## src/rtl/chip_link_tx.sv

```systemverilog
// Purpose: chip-boundary transmitter. Buffers muxed {sel, flit} words in a small send FIFO and
//          serialises each one into PW-bit phits, least-significant first, on a credit-controlled link.
// Latency: word written at edge E0 gives its first phit valid after E1; sustained rate is one word per NP cycles.
// Backpressure: send_fifo_full is raised at occupancy >= DEPTH-1, and a word starts only when credit > 0.
// Ports:
//   clk, reset                       clock and synchronous active-high reset
//   data_out_wr, data_out[WW]        word write strobe and word {sel, flit} from the mux
//   send_fifo_full                   back-pressure to the mux (combinational from occupancy)
//   link_valid/sof/eof, link_phit    phit stream to the remote chip
//   link_credit_in                   one pulse returns one remote word slot
//   link_credit_cnt[CW]              current credit count
//   link_err                         sticky: FIFO overflow or credit overflow
module chip_link_tx #(
  parameter int FW          = 64,
  parameter int CONNECT     = 2,
  parameter int PW          = 16,
  parameter int SB          = 2,
  parameter int LINK_CREDIT = 4,
  localparam int SW = (CONNECT > 1) ? $clog2(CONNECT) : 1,
  localparam int WW = FW + SW,
  localparam int NP = (WW + PW - 1) / PW,
  localparam int CW = $clog2(LINK_CREDIT + 1)
) (
  input  logic          clk,
  input  logic          reset,
  input  logic          data_out_wr,
  input  logic [WW-1:0] data_out,
  output logic          send_fifo_full,
  output logic          link_valid,
  output logic          link_sof,
  output logic          link_eof,
  output logic [PW-1:0] link_phit,
  input  logic          link_credit_in,
  output logic [CW-1:0] link_credit_cnt,
  output logic          link_err
);
  localparam int DEPTH = 2 ** SB;
  localparam int SRW   = NP * PW;
  localparam int PCW   = (NP > 1) ? $clog2(NP) : 1;

  localparam logic [SB:0]    OCC_FULL = (SB + 1)'(DEPTH);
  localparam logic [SB:0]    OCC_HIGH = (SB + 1)'(DEPTH - 1);
  localparam logic [CW-1:0]  CRED_MAX = CW'(LINK_CREDIT);
  localparam logic [PCW-1:0] PC_LAST  = PCW'(NP - 1);

  typedef enum logic {S_IDLE, S_SEND} state_t;
  state_t r_state, w_state_nxt;

  logic [WW-1:0]  r_mem [DEPTH];
  logic [SB-1:0]  r_wptr, r_rptr;
  logic [SB:0]    r_occ;
  logic [SRW-1:0] r_shift;
  logic [PCW-1:0] r_pc;
  logic [CW-1:0]  r_credit;
  logic           r_valid, r_sof, r_eof, r_err;
  logic [PW-1:0]  r_phit;

  logic           w_empty, w_wr_ok, w_wr_drop;
  logic           w_pop, w_shift, w_stop;
  logic [SRW-1:0] w_head_pad;

  assign w_empty        = (r_occ == '0);
  assign send_fifo_full = (r_occ >= OCC_HIGH);
  assign w_wr_ok        = data_out_wr && (r_occ != OCC_FULL);
  assign w_wr_drop      = data_out_wr && (r_occ == OCC_FULL);
  // Head word zero-extended so the unused top of the last phit reads as zero.
  assign w_head_pad     = SRW'(r_mem[r_rptr]);

  always_ff @(posedge clk) begin
    if (reset) r_state <= S_IDLE;
    else       r_state <= w_state_nxt;
  end

  always_comb begin
    w_state_nxt = r_state;
    w_pop       = 1'b0;
    w_shift     = 1'b0;
    w_stop      = 1'b0;
    case (r_state)
      S_IDLE: begin
        if (!w_empty && (r_credit != '0)) begin
          w_pop       = 1'b1;
          w_state_nxt = S_SEND;
        end
      end
      S_SEND: begin
        if (r_pc != PC_LAST) begin
          w_shift = 1'b1;
        end else if (!w_empty && ((r_credit != '0) || link_credit_in)) begin
          // Last phit on the wire: chain the next word with no bubble, counting
          // a credit that arrives this very cycle.
          w_pop = 1'b1;
        end else begin
          w_stop      = 1'b1;
          w_state_nxt = S_IDLE;
        end
      end
      default: w_state_nxt = S_IDLE;
    endcase
  end

  // Storage needs no reset: the pointers and occupancy define what is valid.
  always_ff @(posedge clk) begin
    if (w_wr_ok) r_mem[r_wptr] <= data_out;
  end

  always_ff @(posedge clk) begin
    if (reset) begin
      r_wptr <= '0;
      r_rptr <= '0;
      r_occ  <= '0;
    end else begin
      if (w_wr_ok) r_wptr <= r_wptr + 1'b1;
      if (w_pop)   r_rptr <= r_rptr + 1'b1;
      case ({w_wr_ok, w_pop})
        2'b10:   r_occ <= r_occ + 1'b1;
        2'b01:   r_occ <= r_occ - 1'b1;
        default: r_occ <= r_occ;
      endcase
    end
  end

  // A credit is spent when a word's first phit is launched (the pop).
  always_ff @(posedge clk) begin
    if (reset) begin
      r_credit <= CRED_MAX;
      r_err    <= 1'b0;
    end else begin
      if (w_pop && !link_credit_in) begin
        r_credit <= r_credit - 1'b1;
      end else if (!w_pop && link_credit_in) begin
        if (r_credit == CRED_MAX) r_err <= 1'b1;
        else                      r_credit <= r_credit + 1'b1;
      end
      if (w_wr_drop) r_err <= 1'b1;
    end
  end

  always_ff @(posedge clk) begin
    if (reset) begin
      r_valid <= 1'b0;
      r_sof   <= 1'b0;
      r_eof   <= 1'b0;
      r_phit  <= '0;
      r_pc    <= '0;
      r_shift <= '0;
    end else if (w_pop) begin
      r_valid <= 1'b1;
      r_sof   <= 1'b1;
      r_eof   <= (NP == 1);
      r_phit  <= w_head_pad[PW-1:0];
      r_shift <= w_head_pad >> PW;
      r_pc    <= '0;
    end else if (w_shift) begin
      r_valid <= 1'b1;
      r_sof   <= 1'b0;
      r_eof   <= ((r_pc + 1'b1) == PC_LAST);
      r_phit  <= r_shift[PW-1:0];
      r_shift <= r_shift >> PW;
      r_pc    <= r_pc + 1'b1;
    end else if (w_stop) begin
      // link_phit keeps its last value; the receiver ignores it while invalid.
      r_valid <= 1'b0;
      r_sof   <= 1'b0;
      r_eof   <= 1'b0;
    end
  end

  assign link_valid      = r_valid;
  assign link_sof        = r_sof;
  assign link_eof        = r_eof;
  assign link_phit       = r_phit;
  assign link_credit_cnt = r_credit;
  assign link_err        = r_err;

endmodule

```

## config.mk

```make
export PLATFORM = sky130hd
export DESIGN_NAME = chip_link_tx
export DESIGN_NICKNAME = d
export VERILOG_FILES = /design/src/rtl/chip_link_tx.sv
export SDC_FILE = /design/constraint.sdc
export NUM_CORES = 1
export LEC_CHECK = 0
export CAP_MARGIN = 10
export CORE_ASPECT_RATIO = 0.5
export CORE_MARGIN = 8
export CORE_UTILIZATION = 55
export DETAILED_ROUTE_END_ITERATION = 8
export PLACE_DENSITY = 0.78
export SETUP_SLACK_MARGIN = 0.2
export SLEW_MARGIN = 0
export SYNTH_ARGS = -nofsm -noshare
export SYNTH_HDL_FRONTEND = slang
export SYNTH_SLANG_ARGS = --single-unit
```

## constraint.sdc

```tcl
create_clock -name clk -period 3.8 [get_ports clk]
set_clock_uncertainty 0.1 [all_clocks]
set_input_delay 0.76 -clock clk [delete_from_list [all_inputs] [get_ports clk]]
set_output_delay 0.76 -clock clk [all_outputs]
set_load 0.03 [all_outputs]
```

# Word level (Yosys, flattened, before mapping)
# Memory sizes are Yosys's and may differ from the RTL's. A register that Yosys moved wholly into a read port is not among the register bits.
# Cells that the tools add are included.
# classes
add_sub_neg	7
magnitude_cmp	1
n_eq_ne	9
mux	33
bitwise	1
n_reduce_logical	22
# ops
operator	count
$mux 49	2
$mux 16	2
$mux 1	21
$reduce_bool 2->1	6
$add 3x1->3 const B	3
$eq 3x3->1 const B	3
$mux 3	3
$logic_and 1x1->1	6
$ne 3x3->1 const B	2
$pmux 3 s2	1
$reduce_bool 3->1	2
$sub 3x1->3 const B	2
$add 2x1->2 const B	2
$mux 2	2
$ne 2x2->1 const B	2
$pmux 1 s2	2
$ge 3x2->1 const B	1
$logic_not 1->1	3
$logic_not 3->1	1
$reduce_and 3->1	1
$eq 2x1->1 const B	1
$eq 2x2->1 const B	1
$reduce_and 2->1	1
$reduce_or 2->1	1
2 further kinds	2
# word_totals
register_bits	83
mem_bits_rw	260
in_bits	69
output_inout_bits	24
n_memories	1
# mem_list
memory	depth	width	rd	rd_clocked_by_memory_dff	write_ports	line	rtl
r_mem	4	65	1	1	1	49	logic [WW-1:0] r_mem [DEPTH];

# Depth between registers and ports, before layout
# Gate-level depths: netlist (run 1).
# depth
word_depth	11
depth_mapped	13

# Least setup slack after synthesis (run 1)
# Ideal clock, no wire load.
# synth_timing
kind	input port to flip-flop
start	input data_out_wr
end	memory r_mem[1][0] (netlist name), enable pin
t_arrival_ps	2722
required_ps	3270
setup_slack_ps	548
cell_stages	2
path_buffers	0
cell_sequence	a21boi_1 and2_1
# synth_via
elab_chain_len	3
# synth_rtl
element	line	rtl
from (decl)	26	input logic data_out_wr,
$logic_and 1x1->1	64	assign w_wr_ok = data_out_wr && (r_occ != OCC_FULL);
$mux 1	104	if (w_wr_ok) r_mem[r_wptr] <= data_out;
$mux 1 (not written as such)	104	
to (decl)	49	
# No other way between the ends.

# Worst setup path in the final report (run 1)
# layout_timing
start	input link_credit_in
end	register r_occ[2]
# layout_via
elab_chain_len	7
elab_cells_between_ends	9
classes_between	2 x eq/ne; 4 x mux; 3 x reduce/logical
# layout_rtl
element	line	rtl
from (decl)	33	input logic link_credit_in,
$logic_or 1x1->1 *	89	end else if (!w_empty && ((r_credit != '0) || link_credit_in)) begin
$logic_and 1x1->1 *	89	
$mux 1 *	89	
$mux 1 *	87	if (r_pc != PC_LAST) begin
$pmux 1 s2 *	79	case (r_state)
$eq 2x1->1 or $eq 2x2->1 (tied branches)	115	case ({w_wr_ok, w_pop})
$pmux 3 s2 or $reduce_bool 2->1 (tied branches)	-	
to (signal assigned)	116	2'b10: r_occ <= r_occ + 1'b1;
to (signal assigned)	117	2'b01: r_occ <= r_occ - 1'b1;
to (signal assigned)	118	default: r_occ <= r_occ;
to (decl)	51	logic [SB:0] r_occ;
# Every way passes the cells marked *; elsewhere a longest branch is shown, timed or not.
# A chain may end at the register's enable or synchronous reset.

==> impl_metrics.env, run 1 <==
export IMPL_tightest_slew_ns=1.01
export IMPL_ys_types=44
export IMPL_first_global_vias=6800
export IMPL_drive_above_1_share_pct=17.1
export IMPL_met2_length_um=12500
export IMPL_syn_area_um2=12900
export IMPL_worst_slew_margin_rel_pct=32.6
export IMPL_finalWirelength_um=25900
export IMPL_startpoint_type="input port"
export IMPL_cp_buffers_inverters=3
export IMPL_grt_total_usage_pct=17.5
export IMPL_grt_pass1_wl_um=39800
export IMPL_worstPathRequired_ns=4.17
export IMPL_grt_start_max_net_pins=66
export IMPL_end_kind="register"
export IMPL_ff2ff_setup_slack_ns=1.14
export IMPL_slew_violations=0
export IMPL_core_area_um2=22900
export IMPL_diodes=0
export IMPL_routedWlPerCell_um=23.7
export IMPL_dp_cells=1037
export IMPL_drt_iter0_markers=537
export IMPL_vias_per_cell=5.96
export IMPL_top_layer="met5"
export IMPL_clkTransAtPathRegs_ns=0.07
export IMPL_yosysWarnings=0
export IMPL_cpPeakStageDelay_ns=0.65
export IMPL_cpMostUsedCell="or3_1"
export IMPL_cts_resized=0
export IMPL_crit_path_cell_trace="clkdlybuf4s50_1, a2111oi_2, or3_1, inv_4, ha_1, inv_1, fa_1, xor2_1, or3_1, a21oi_1"
export IMPL_vdd_drop_max_uv=667
export IMPL_clockBufferDepth=3
export IMPL_hold_buffers=0
export IMPL_period_needed_ns=2.83
export IMPL_synthCells=664
export IMPL_m1WireLength_um=11500
export IMPL_die_h_um=124
export IMPL_synth_top_family_by_area="multiplexers"
export IMPL_hold_viol=0
export IMPL_hold_class="register to register"
export IMPL_worstPathArrival_ns=3.20
export IMPL_period_share_pct=74.4
export IMPL_grt_ovfl_total=0
export IMPL_syn_num_nets=743
export IMPL_seq_area_frac_synth_pct=73.6
export IMPL_setup_tns_ns=0
export IMPL_cts_buffers=29
export IMPL_die_w_um=233
export IMPL_async_reset_ff_share_pct=0
export IMPL_tritoncts="yes"
export IMPL_syn_avg_cell_area_um2=19.5
export IMPL_status="completed"
export IMPL_areaGrowthSynthToFinish_pct=17.2
export IMPL_synth_area_top_cells="edfxtp_1 60%, dfxtp_1 13%, mux4_2 11%"
export IMPL_cts_setup_buffers=0
export IMPL_synth_area_mux_share_pct=15.4
export IMPL_synthSimpleGateAreaFrac_pct=1.63
export IMPL_ys_ff_latch=345
export IMPL_dp_hpwl_um=14500
export IMPL_nets=840
export IMPL_dr_wl_met3_um=1460
export IMPL_io_pins=93
export IMPL_synth_compound_area_share_pct=5.81
export IMPL_vias=6501
export IMPL_synth_xor_area_share_pct=0.474
export IMPL_clkSinkCount=345
export IMPL_start_util_pct=56.4
export IMPL_fmax_mhz=354
export IMPL_fillCellCount=1479
export IMPL_setup_viol=0
export IMPL_rsz0062_at_grt="no"
export IMPL_synth_edf_count=260
export IMPL_antenna_found_initial=1
export IMPL_crit_slowest_cell="clkdlybuf4s50_1"
export IMPL_clock_latency_ns=0.54
export IMPL_drc=0
export IMPL_synth_area_leader_cell="edfxtp_1"
export IMPL_max_cap_violations=0
export IMPL_root_buffer="clkbuf_16"
export IMPL_critPathMaxFanout=8
export IMPL_power_density_nw_per_um2=732
export IMPL_std_cell_rows=39
export IMPL_drt_pass1_iterations=4
export IMPL_gp_congestion=0.748
export IMPL_synth_adder_area_share_pct=1.08
export IMPL_crit_family="buffers and inverters"
export IMPL_stdcell_count=1091
export IMPL_p_leak_uw=0.00488
export IMPL_seqCellArea_um2=9510
export IMPL_portBuffers=92
export IMPL_antenna_left=0
export IMPL_h_tree_depth=1
export IMPL_worst_setup_path_type="input port to register"
export IMPL_multi_input_area_um2=3170
export IMPL_ys_flop_type="edfxtp_1"
export IMPL_die_area_um2=29000
export IMPL_synth_top_area_share_pct=60.4
[path summary, 6_finish.rpt]
path / cells after the start / endpoint / from
worst max-delay path: 10 / r_occ[2]$_SDFFE_PP0P_ / link_credit_in
worst min-delay path: 1 / r_shift[1]$_SDFFE_PP0P_ / r_shift[1]$_SDFFE_PP0P_
worst min register to register: 1 / r_shift[1]$_SDFFE_PP0P_ / r_shift[1]$_SDFFE_PP0P_
worst max register to register: 11 / r_occ[2]$_SDFFE_PP0P_ / r_pc[0]$_SDFFE_PP0P_
[per-stage QoR]
step	hold WS (ns)	utilization, %	instance area (um2)	total power (uW)	setup slack [ns]
after global routing	0.386	66.1	15200	11600	0.857
final	0.371	66.1	15200	11100	0.973
after CTS	0.373	66.1	15200	11200	0.994
after floorplan	0.332	-	12900	7320	0.548
after global placement	0.344	62.0	14200	8190	0.498
after detailed placement	0.347	62.0	14200	8260	0.406
[where the power goes]
group | internal, uW | total [uW] | switching (uW)
Clock | 1610 | 2890 | 1290
Combinational | 1410 | 3070 | 1660
Sequential | 4700 | 5130 | 430
[cells in the mapped netlist (4+ instances only)]
| cell type | instances |
|---|---|
| xor2_1 | 4 |
| buf_2 | 10 |
| clkbuf_1 | 19 |
| edfxtp_1 | 260 |
| inv_1 | 15 |
| dfxtp_1 | 85 |
| o2bb2ai_1 | 49 |
| ha_1 | 8 |
| a22o_1 | 17 |
| nor3_1 | 7 |
| buf_4 | 5 |
| nor2_1 | 12 |
| mux4_2 | 65 |
| a21oi_1 | 8 |
| and2_1 | 4 |
| mux2i_1 | 52 |
| nand2_1 | 4 |
[layer usage]
| layer | GRT usage [%] | up-vias |
|---|---|---|
| li1 | - | 2892 |
| met1 | 25.0 | 3389 |
| met2 | 28.6 | 195 |
| met3 | 3.00 | 23 |
| met4 | 3.00 | 2 |
| met5 | 0 | - |
[placed cells by master (no fill, tap or decap), types with 5 or more instances in the layout]
master / count
nor2_1: 12
clkdlybuf4s50_1: 92
edfxtp_1: 260
clkinv_2: 5
a21oi_1: 8
clkbuf_16: 29
inv_1: 15
buf_4: 5
o2bb2ai_1: 49
ha_1: 8
clkbuf_1: 7
buf_12: 7
mux2i_1: 52
a22o_1: 17
mux4_2: 65
dfxtp_1: 83
nor3_1: 6
[logic make-up (layout without fill, tap and decap cells)]
family | Yosys count | count (layout)
adder cells (fa/ha/maj) | 10 | 10
buffers and inverters | 54 | 174
XOR/XNOR | 7 | 7
AND/OR/NAND/NOR | 41 | 41
multiplexers | 117 | 117
AO/OA/AOI/OAI | 90 | 90
flip-flops | 345 | 345
[state kept, by name, summed over array words and instances, names as in the netlist, named ones only]
name,cells
link_eof,1
link_err,1
link_valid,1
r_wptr,2
r_shift,49
link_sof,1
r_pc,3
r_occ,3
r_mem,260
r_state,1
r_rptr,2
link_credit_cnt,3
link_phit,16
[area by class of cell]
class / instances / share of cell area (%)
Inverter: 16 / 0.413
Clock buffer: 39 / 5.23
Tap cell: 307 / 2.53
Multi-Input combinational cell: 265 / 20.9
Clock inverter: 15 / 0.883
Sequential cell: 345 / 62.8
Timing Repair Buffer: 104 / 7.25
(Power assumes the default switching activity.)
==> inputs of run 2 (changes only) <==
clock period = 2.8 ns   (was 3.8 ns; I/O delays follow)
==> run 2 against run 1 <==
Against the previous run: clock-buffer cell count grew 5; critical path type is now register to output pin; setup slack lost 0.69 ns; combinational power grew 44%; design area grew 1.3%.
==> impl_metrics.env, run 2 (synthesis results as in run 1) <==
export IMPL_vias_per_cell=5.98
export IMPL_antenna_left=0
export IMPL_cts_setup_buffers=0
export IMPL_top_register="r_mem"
export IMPL_nets=857
export IMPL_finalPower_uw=15300
export IMPL_grt_total_usage_pct=17.6
export IMPL_die_w_um=233
export IMPL_grt_pass1_wl_um=40100
export IMPL_setup_viol=0
export IMPL_reg2reg_from="r_pc[0]$_SDFFE_PP0P_"
export IMPL_critPathMaxFanout=6
export IMPL_status="completed"
export IMPL_worst_setup_path_type="register to output pin"
export IMPL_startpoint_type="register"
export IMPL_gr_usage_met2_pct=28.6
export IMPL_vdd_drop_max_uv=795
export IMPL_crit_family="buffers and inverters"
export IMPL_largest_reg_flops=260
export IMPL_cts_buffers=30
export IMPL_clkTransAtPathRegs_ns=0.06
export IMPL_h_tree_depth=1
export IMPL_final_cell_mix="260 x edfxtp_1, 92 x clkdlybuf4s50_1, 83 x dfxtp_1"
export IMPL_core_area_um2=22900
export IMPL_detailed_place_area_um2=14400
export IMPL_routedWlPerCell_um=23.2
export IMPL_cp_buffers_inverters=1
export IMPL_clkSinkCount=345
export IMPL_worstPathArrival_ns=1.86
export IMPL_drt_iter0_markers=566
export IMPL_worst_slew_margin_rel_pct=72.0
export IMPL_antenna_found_initial=1
export IMPL_grt_ovfl_total=0
export IMPL_tritoncts="yes"
export IMPL_fmax_mhz=397
export IMPL_root_buffer="clkbuf_16"
export IMPL_start_util_pct=56.4
export IMPL_whs_ns=0.366
export IMPL_cts_resized=0
export IMPL_worstPathRequired_ns=2.14
export IMPL_clockBufferDepth=3
export IMPL_seqCellArea_um2=9510
export IMPL_final_common_cell="edfxtp_1"
export IMPL_grt_start_max_net_pins=58
export IMPL_hold_viol=0
export IMPL_finalWirelength_um=25800
export IMPL_dp_hpwl_um=15400
export IMPL_period_share_pct=89.9
export IMPL_setup_tns_ns=0
export IMPL_tightest_slew_ns=0.420
export IMPL_crit_path_cell_trace="a21o_1, clkdlybuf4s50_1"
export IMPL_die_area_um2=29000
export IMPL_drt_pass1_iterations=5
export IMPL_grt_busiest_layer="met2"
export IMPL_cpPeakStageDelay_ns=0.67
export IMPL_hold_class="register to register"
export IMPL_met1_usage_pct=25.0
export IMPL_cp_startpoint="r_occ[0]$_SDFFE_PP0P_"
export IMPL_period_needed_ns=2.52
export IMPL_first_global_vias=6790
export IMPL_hp_start="link_phit[10]$_SDFFE_PP0P_"
export IMPL_stdcell_area_um2=15400
export IMPL_drc=0
export IMPL_end_kind="output pin"
export IMPL_std_cell_rows=39
export IMPL_gp_congestion=0.801
export IMPL_post_route_util_pct=66.9
export IMPL_vias=6634
export IMPL_p_leak_uw=0.00498
export IMPL_power_density_nw_per_um2=996
export IMPL_slew_violations=0
export IMPL_hold_buffers=0
export IMPL_multi_input_area_um2=3200
export IMPL_die_h_um=124
export IMPL_clock_latency_ns=0.55
export IMPL_portBuffers=92
export IMPL_areaGrowthSynthToFinish_pct=18.8
export IMPL_max_cap_violations=0
export IMPL_rsz0062_at_grt="no"
export IMPL_grt_met3_usage_pct=3.23
export IMPL_fillCellCount=1474
export IMPL_crit_slowest_cell="clkdlybuf4s50_1"
export IMPL_drive_above_1_share_pct=18.8
export IMPL_io_pins=93
==> run 2: worst paths after layout <==
check	to	slack, ns	depth (start not counted)
setup / recovery	send_fifo_full	0.28	2
hold / removal	link_phit[10]$_SDFFE_PP0P_	0.37	1
hold reg to reg	link_phit[10]$_SDFFE_PP0P_	0.37	1
setup reg to reg	r_occ[2]$_SDFFE_PP0P_	0.30	11
==> run 2: worst register-to-register path, stage by stage (launching register included) <==
cell and delay (ns):
dfxtp_1 0.35, inv_1 0.08, ha_2 0.22, a21boi_4 0.10, or3_4 0.42, inv_6 0.07
ha_4 0.12, inv_1 0.04, fa_2 0.33, xor2_1 0.15, or3_1 0.31, a21oi_1 0.13
==> run 2: where the power goes <==
| group | switching [uW] | total, uW | leakage, uW | internal, uW |
|---|---|---|---|---|
| Combinational | 2350 | 4410 | 0.00144 | 2070 |
| Sequential | 541 | 6920 | 0.00308 | 6380 |
| Clock | 1720 | 3950 | 0.000460 | 2230 |
| Total | 4610 | 15300 | 0.00498 | 10700 |
==> run 2: per-stage QoR <==
stage | setup WS, ns | instances
CTS | 0.228 | 1109
floorplan | 0.112 | 664
global placement | -0.109 | 1053
finish | 0.281 | 1110
global route | 0.195 | 1110
detailed placement | -0.169 | 1053
==> run 2: layout make-up <==
class                      count  area share, %
sequential                   345           62.0
multi-input combinational    265           20.8
timing repair buffer         120           8.10
clock buffer                  44           5.36
tap                          307           2.50
clock inverter                12          0.782
inverter                      16          0.424
antenna                        1         0.0163
==> run 2: routing by layer <==
metal | share of wire (%) | vias up
li1 | - | 2935
met1 | 43 | 3451
met2 | 49 | 217
met3 | 6.2 | 31
met4 | 1.4 | 0
met5 | 0 | -
